File: src/rtl/param_register_file.sv
// Two-read/one-write register file with optional write bypass, optional registered
// reads, optional hard-zero register 0, and a sequential clear engine.
module param_register_file #(
  parameter int ADDR_WIDTH = 3,
  parameter int REG_N      = 2**ADDR_WIDTH,
  parameter int REG_WIDTH  = 16,
  parameter bit ZERO_REG   = 1'b0,
  parameter bit BYPASS     = 1'b1,
  parameter bit READ_REG   = 1'b0
) (
  input  logic                  clk,
  input  logic                  reset,
  input  logic                  write_enabled,
  input  logic [ADDR_WIDTH-1:0] write_addr,
  input  logic [REG_WIDTH-1:0]  write_bus,
  input  logic [ADDR_WIDTH-1:0] read_1_addr,
  input  logic [ADDR_WIDTH-1:0] read_2_addr,
  output logic [REG_WIDTH-1:0]  read_bus_1,
  output logic [REG_WIDTH-1:0]  read_bus_2,
  input  logic                  clear_req,
  output logic                  busy,
  output logic                  clear_done,
  output logic                  write_rejected
);

  localparam logic [0:0] IDLE  = 1'b0;
  localparam logic [0:0] CLEAR = 1'b1;

  logic [0:0]            r_state;
  logic [ADDR_WIDTH-1:0] r_clear_cnt;
  logic                  r_clear_done;
  logic                  r_write_rejected;
  logic [REG_WIDTH-1:0]  r_regs [REG_N];

  logic                  w_idle;
  logic                  w_wr_accept;
  logic                  w_clear_last;
  logic [REG_WIDTH-1:0]  w_sel_1;
  logic [REG_WIDTH-1:0]  w_sel_2;

  assign w_idle       = (r_state == IDLE);
  assign w_wr_accept  = write_enabled && w_idle && !clear_req &&
                        !(ZERO_REG && (write_addr == '0));
  assign w_clear_last = (r_clear_cnt == ADDR_WIDTH'(REG_N - 1));

  assign busy           = (r_state == CLEAR);
  assign clear_done     = r_clear_done;
  assign write_rejected = r_write_rejected;

  always_ff @(posedge clk or negedge reset) begin
    if (!reset) begin
      r_state          <= IDLE;
      r_clear_cnt      <= '0;
      r_clear_done     <= 1'b0;
      r_write_rejected <= 1'b0;
    end else begin
      r_write_rejected <= write_enabled && !w_wr_accept;
      r_clear_done     <= 1'b0;
      case (r_state)
        IDLE: begin
          if (clear_req) begin
            r_state     <= CLEAR;
            r_clear_cnt <= '0;
          end
        end
        CLEAR: begin
          if (w_clear_last) begin
            r_state      <= IDLE;
            r_clear_done <= 1'b1;
          end else begin
            r_clear_cnt <= r_clear_cnt + 1'b1;
          end
        end
      endcase
    end
  end

  // Writes are never accepted during CLEAR, so the clear and write paths are exclusive.
  always_ff @(posedge clk or negedge reset) begin
    if (!reset) begin
      for (int unsigned i = 0; i < REG_N; i++) begin
        r_regs[i] <= '0;
      end
    end else if (r_state == CLEAR) begin
      r_regs[r_clear_cnt] <= '0;
    end else if (w_wr_accept) begin
      r_regs[write_addr] <= write_bus;
    end
  end

  always_comb begin
    w_sel_1 = r_regs[read_1_addr];
    w_sel_2 = r_regs[read_2_addr];
    if (BYPASS && w_wr_accept && (read_1_addr == write_addr)) w_sel_1 = write_bus;
    if (BYPASS && w_wr_accept && (read_2_addr == write_addr)) w_sel_2 = write_bus;
    if (ZERO_REG && (read_1_addr == '0)) w_sel_1 = '0;
    if (ZERO_REG && (read_2_addr == '0)) w_sel_2 = '0;
  end

  if (READ_REG) begin : g_rd_reg
    logic [REG_WIDTH-1:0] r_rd_1;
    logic [REG_WIDTH-1:0] r_rd_2;

    always_ff @(posedge clk or negedge reset) begin
      if (!reset) begin
        r_rd_1 <= '0;
        r_rd_2 <= '0;
      end else begin
        r_rd_1 <= w_sel_1;
        r_rd_2 <= w_sel_2;
      end
    end

    assign read_bus_1 = r_rd_1;
    assign read_bus_2 = r_rd_2;
  end else begin : g_rd_comb
    assign read_bus_1 = w_sel_1;
    assign read_bus_2 = w_sel_2;
  end

endmodule

File: config.mk
export PLATFORM = sky130hd
export DESIGN_NAME = param_register_file
export DESIGN_NICKNAME = d
export VERILOG_FILES = /design/src/rtl/param_register_file.sv
export SDC_FILE = /design/constraint.sdc
export NUM_CORES = 1
export LEC_CHECK = 0
export BUFFER_PORTS_ARGS = -buffer_cell sky130_fd_sc_hd__clkbuf_2
export CORE_MARGIN = 8
export CORE_UTILIZATION = 58
export CTS_CLUSTER_DIAMETER = 120
export DETAILED_ROUTE_END_ITERATION = 8
export PLACE_DENSITY = 0.78
export REMOVE_ABC_BUFFERS = 1
export SETUP_SLACK_MARGIN = 0.15
export SYNTH_ARGS = -nofsm -noshare
export SYNTH_HDL_FRONTEND = slang
export SYNTH_SLANG_ARGS = --single-unit
File: constraint.sdc
create_clock -name clk -period 6.15 [get_ports clk]
set_clock_uncertainty 0.2 [all_clocks]
set_input_delay 1.23 -clock clk [delete_from_list [all_inputs] [get_ports clk]]
set_output_delay 1.23 -clock clk [all_outputs]
set_load 0.1 [all_outputs]
## Yosys cells after proc, flatten, opt, wreduce, memory -nomap -nowiden

Index checks and enable logic that the tools add are counted.
W data, S select, Z words.

| storage, ports and cells | value |
|---|---|
| bits of input ports | 29 |
| logic and storage cells | 65 |
| output and inout port bits | 35 |
| register bits | 134 |

| operators by class | value |
|---|---|
| bitwise logic cells | 7 |
| multiplexer cells | 23 |
| $add $sub $neg | 1 |
| $lt $le $gt $ge | 6 |
| reduce and logical (&&, ||, !) cells | 11 |
| equality and inequality tests | 5 |

Operator list:

| cell | number |
|---|---|
| $mux W128 | 2 |
| $and A128 B128 Y128 | 1 |
| $bwmux W128 | 1 |
| $mux W16 | 8 |
| $not A128 Y128 | 1 |
| $bmux W16 S3 | 2 |
| $demux W16 S3 | 2 |
| $ge A4 B4 Y1 const B | 4 |
| $not A3 Y4 | 4 |
| $lt A4 B1 Y1 const B | 2 |
| $logic_and A1 B1 Y1 | 7 |
| $eq A3 B3 Y1 | 2 |
| $mux W3 | 2 |
| $pmux W3 S2 | 1 |
| $mux W1 | 4 |
| $ne A2 B2 Y1 const B | 2 |
| $add A3 B1 Y3 const B | 1 |
| $eq A3 B3 Y1 const B | 1 |
| $logic_not A1 Y1 | 2 |
| $pmux W1 S2 | 1 |
| $reduce_and A2 Y1 | 1 |
| $reduce_bool A2 Y1 | 1 |
| $not A1 Y1 | 1 |

## Longest topological paths before layout

| logic depth | value |
|---|---|
| depth after elaboration | 8 |
| mapped depth | 6 |
| depth with buffers taken out | 5 |

## Worst setup path after synthesis

Ideal clock, no wire load.

| timing path | value |
|---|---|
| path kind | input-to-output |
| from | input port read_1_addr[1] |
| to | output port read_bus_1[5] |
| slack | 1.886 ns |
| stages on the path | 5 |
| arrival time | 2.834 ns |
| required time | 4.720 ns |
| path buffers | 2 |
| cell sequence | clkbuf_1 > clkbuf_1 > mux4_1 > mux2_2 > mux2_2 |

| on the way | value |
|---|---|
| cells in the longest elaborated chain, start to end | 5 |
| elaborated cells between the ends (all ways) | 7 |
| classes of those cells | eq/ne: 1; mux: 4; bitwise: 1; reduce/logical: 1 |

RTL lines:

| item | line | source |
|---|---|---|
| start, declared | 16 | `input logic [ADDR_WIDTH-1:0] read_1_addr,` |
| $not A3 Y4 (implied by the code) | 92 | `w_sel_1 = r_regs[read_1_addr];` |
| $bmux W16 S3 | 92 |  |
| $mux W16 (implied by the code) (2 in a row) | 92 |  |
| $mux W16 (*) | 94 | `if (BYPASS && w_wr_accept && (read_1_addr == write_addr)) w_sel_1 = write_bus;` |
| end, declared | 18 | `output logic [REG_WIDTH-1:0] read_bus_1,` |

Every way passes the cells marked *; elsewhere a longest branch is shown, timed or not. The select of a mux whose other input is x is not followed.

## Final worst setup path

| timing path | value |
|---|---|
| from | input port clear_req |
| to | output port read_bus_1[3] |

| on the way | value |
|---|---|
| cells in the longest elaborated chain, start to end | 4 |

RTL lines:

| item | line | source |
|---|---|---|
| start, declared | 20 | `input logic clear_req,` |
| $logic_not A1 Y1 | 42 | `assign w_wr_accept = write_enabled && w_idle && !clear_req &&` |
| $logic_and A1 B1 Y1 | 42 |  |
| $logic_and A1 B1 Y1 | 94 |  |
| $mux W16 | 94 |  |

No other way between the ends.

==> results_dict.tcl <==
set metrics [dict create \
    avgRoutedWirePerCell_um 28.58 \
    postCtsSetupBuffers 0 \
    ys_top_cells_by_count "dfrtp_1 (134), a22o_1 (128), mux4_1 (59)" \
    synth-compound-area-share 0.1541 \
    grt_pass1_wl_um 32830 \
    ys_seq_area_frac 0.4356 \
    max-slew-margin-rel 0.2751 \
    drive_above_1_share 0.3404 \
    clock-sinks 134 \
    portBuffers 63 \
    period_minus_slack_ps 5096 \
    cts-root-buf "clkbuf_16" \
    grt_use_total 0.2467 \
    grt_max_degree 74 \
    remaining_drc_errors 0 \
    die-height_um 131.2 \
    grt_pass1_vias 5598 \
    io_pins 64 \
    worst_pin_slew_ps 1086 \
    finalWirelength_um 21150 \
    outcome "finished clean" \
    core-area_mm2 0.01309 \
    firstDrtPassIters 5 \
    async_flop_share 1.000 \
    critPathRequiredTime_ps 4720 \
    arrival_ps 3670 \
    cts_resized 0 \
    top_layer "met4" \
    synthDistinctLibCells 34 \
    die_w_um 131.2 \
    ys_seq_elements 134 \
    drtAntennaViolNets 0 \
    tritoncts "done" \
    clkTransAtPathRegs_ps 60 \
    htree_levels 4 \
    ff_latch_area_mm2 0.003353 \
    drt_iter0_drc 583 \
    antenna_cells 0 \
    cp_max_fo 11 \
    nets 582 \
    synth_top_area_frac 0.4356 \
    gp_congestion 0.8190 \
    critPathCaptureType "output port" \
    met2_length_um 10070 \
    peakVddDrop_v 0.0003311 \
    via_per_inst 7.392 \
    path_class "in -> out" \
    synth.area.top_cells "dfrtp_1 (44%), mux4_1 (20%), a22o_1 (15%), mux2_2 (8.2%), mux2_4 (2.0%)" \
    yosysWarnings 0 \
    overflow 0 \
    cts_buffers 17 \
    timing.fmax_mhz 196.2 \
    cap_violations 0 \
    hold_viol_final 0 \
    synth_top_family_by_area "multiplexers" \
    finalCritPeriodShare 0.8287 \
    synthCells 514 \
    leakage_nw 4.367 \
    wl_met3_um 1895 \
    setup_violations 0 \
    cts_max_path_buffers 2 \
    multi_input_area_mm2 0.003983 \
    synth.area.mux_share 0.3175 \
    initial_core_util 0.5883 \
    area_growth_pct 12.91 \
    clk_latency_ps 420 \
    postCtsHoldBufs 0 \
    p_per_area_mw_per_mm2 385.6 \
    rsz0062_at_grt "false" \
    dieArea_mm2 0.01721 \
    whs_ps 306.6 \
    setup_tns_ps 0 \
    critPathLaunchType "input port" \
    drt-met1-wl_um 8533 \
    maxSlewViolCount 0 \
    hold_class "reg -> reg" \
    synthSimpleGateAreaFrac 0.03430 \
    synth_edf_count 0 \
    yosys.area_share.xor_xnor 0.007965 \
    dp_hpwl_um 12120 \
    avgSynthCellArea_um2 14.98 \
    synth_top_cell_by_area "dfrtp_1" \
    yosysMostFrequentCell "dfrtp_1" \
    synth_area_mm2 0.007697 \
    num_vias 5470 \
    antenna_found_initial 0 \
    fillers 889 \
    ys.flop_type "dfrtp_1" \
    placementRows 42 \
    synth_adder_area_share 0.003251 \
]
## kinds of logic after synthesis
group,count (synthesis)
multiplexers,130
AND/OR/NAND/NOR,37
XOR/XNOR,7
adder cells (fa/ha/maj),2
AO/OA/AOI/OAI,139
buffers and inverters,65
flip-flops,134
## critical path, cell delays in order
cell	delay, ps
clkbuf_2	170
nor3b_1	530
nand4_2	610
buf_4	430
mux2_2	240
clkbuf_2	450
## flip-flops by register name, summed over array words and instances (netlist names)
name and flops:
r_regs 128, r_clear_cnt 3, busy 1, clear_done 1, write_rejected 1
## per-layer routing
layer | global-route usage | vias to the layer above
met5 | 0 | -
met4 | 0.1085 | 0
met3 | 0.07088 | 53
met2 | 0.3767 | 362
met1 | 0.3227 | 2855
li1 | - | 2200
## path summary, 6_finish.rpt
path / startpoint / cells after the start / endpoint / slack [ps]
min reg2reg: r_regs[105] / 1 / r_regs[105] / 310
min: r_regs[105] / 1 / r_regs[105] / 310
max in group asynchronous: reset / 2 / r_regs[93] / 3690
max: clear_req / 6 / read_bus_1[3] / 1050
max reg2reg: busy / 3 / r_regs[88] / 3480
min in group asynchronous: reset / 1 / r_regs[25] / 760
## area by class of cell
type	count	area share
Timing Repair Buffer	82	0.05298
Inverter	1	0.0004319
Tap cell	176	0.02534
Clock buffer	19	0.05096
Sequential cell	134	0.3858
Multi-Input combinational cell	315	0.4582
Clock inverter	13	0.02620
## placed cells by master (no fill, tap or decap), types with 3 or more instances in the layout
cell | synthesis | final
and2_1 | 5 | 5
mux4_1 | 59 | 59
mux4_2 | 5 | 5
dfrtp_1 | 134 | 134
mux2_4 | 10 | 10
and4b_1 | 3 | 3
bufinv_16 | 0 | 6
clkbuf_2 | 2 | 62
nor2_1 | 4 | 3
clkinv_2 | 0 | 3
nand2_1 | 3 | 3
a21oi_1 | 6 | 6
nor3b_1 | 4 | 4
a22o_1 | 128 | 128
nor2_2 | 3 | 4
mux2_2 | 56 | 56
xnor2_1 | 7 | 7
clkbuf_16 | 0 | 17
buf_4 | 1 | 20
## report_power, final
part | leakage (nW) | internal, mW | switching (mW) | total (mW)
clock | 0.323 | 0.770 | 0.385 | 1.16
combinational | 2.19 | 0.368 | 0.666 | 1.03
sequential | 1.85 | 1.02 | 0.139 | 1.16
## stage by stage
| step | power (mW) | setup slack [ps] | util | instances | cell area (um^2) |
|---|---|---|---|---|---|
| 2_1_floorplan | 1.865 | 2019 | - | 450 | 7337 |
| 3_3_place_gp | 2.155 | 1206 | 0.6129 | 708 | 8020 |
| 3_5_place_dp | 2.187 | 1137 | 0.6129 | 708 | 8020 |
| 4_1_cts | 3.353 | 1125 | 0.6642 | 740 | 8691 |
| 5_1_grt | 3.470 | 1002 | 0.6642 | 740 | 8691 |
| 6_report | 3.351 | 1054 | 0.6642 | 740 | 8691 |
Power figures use the tool's default switching activity.
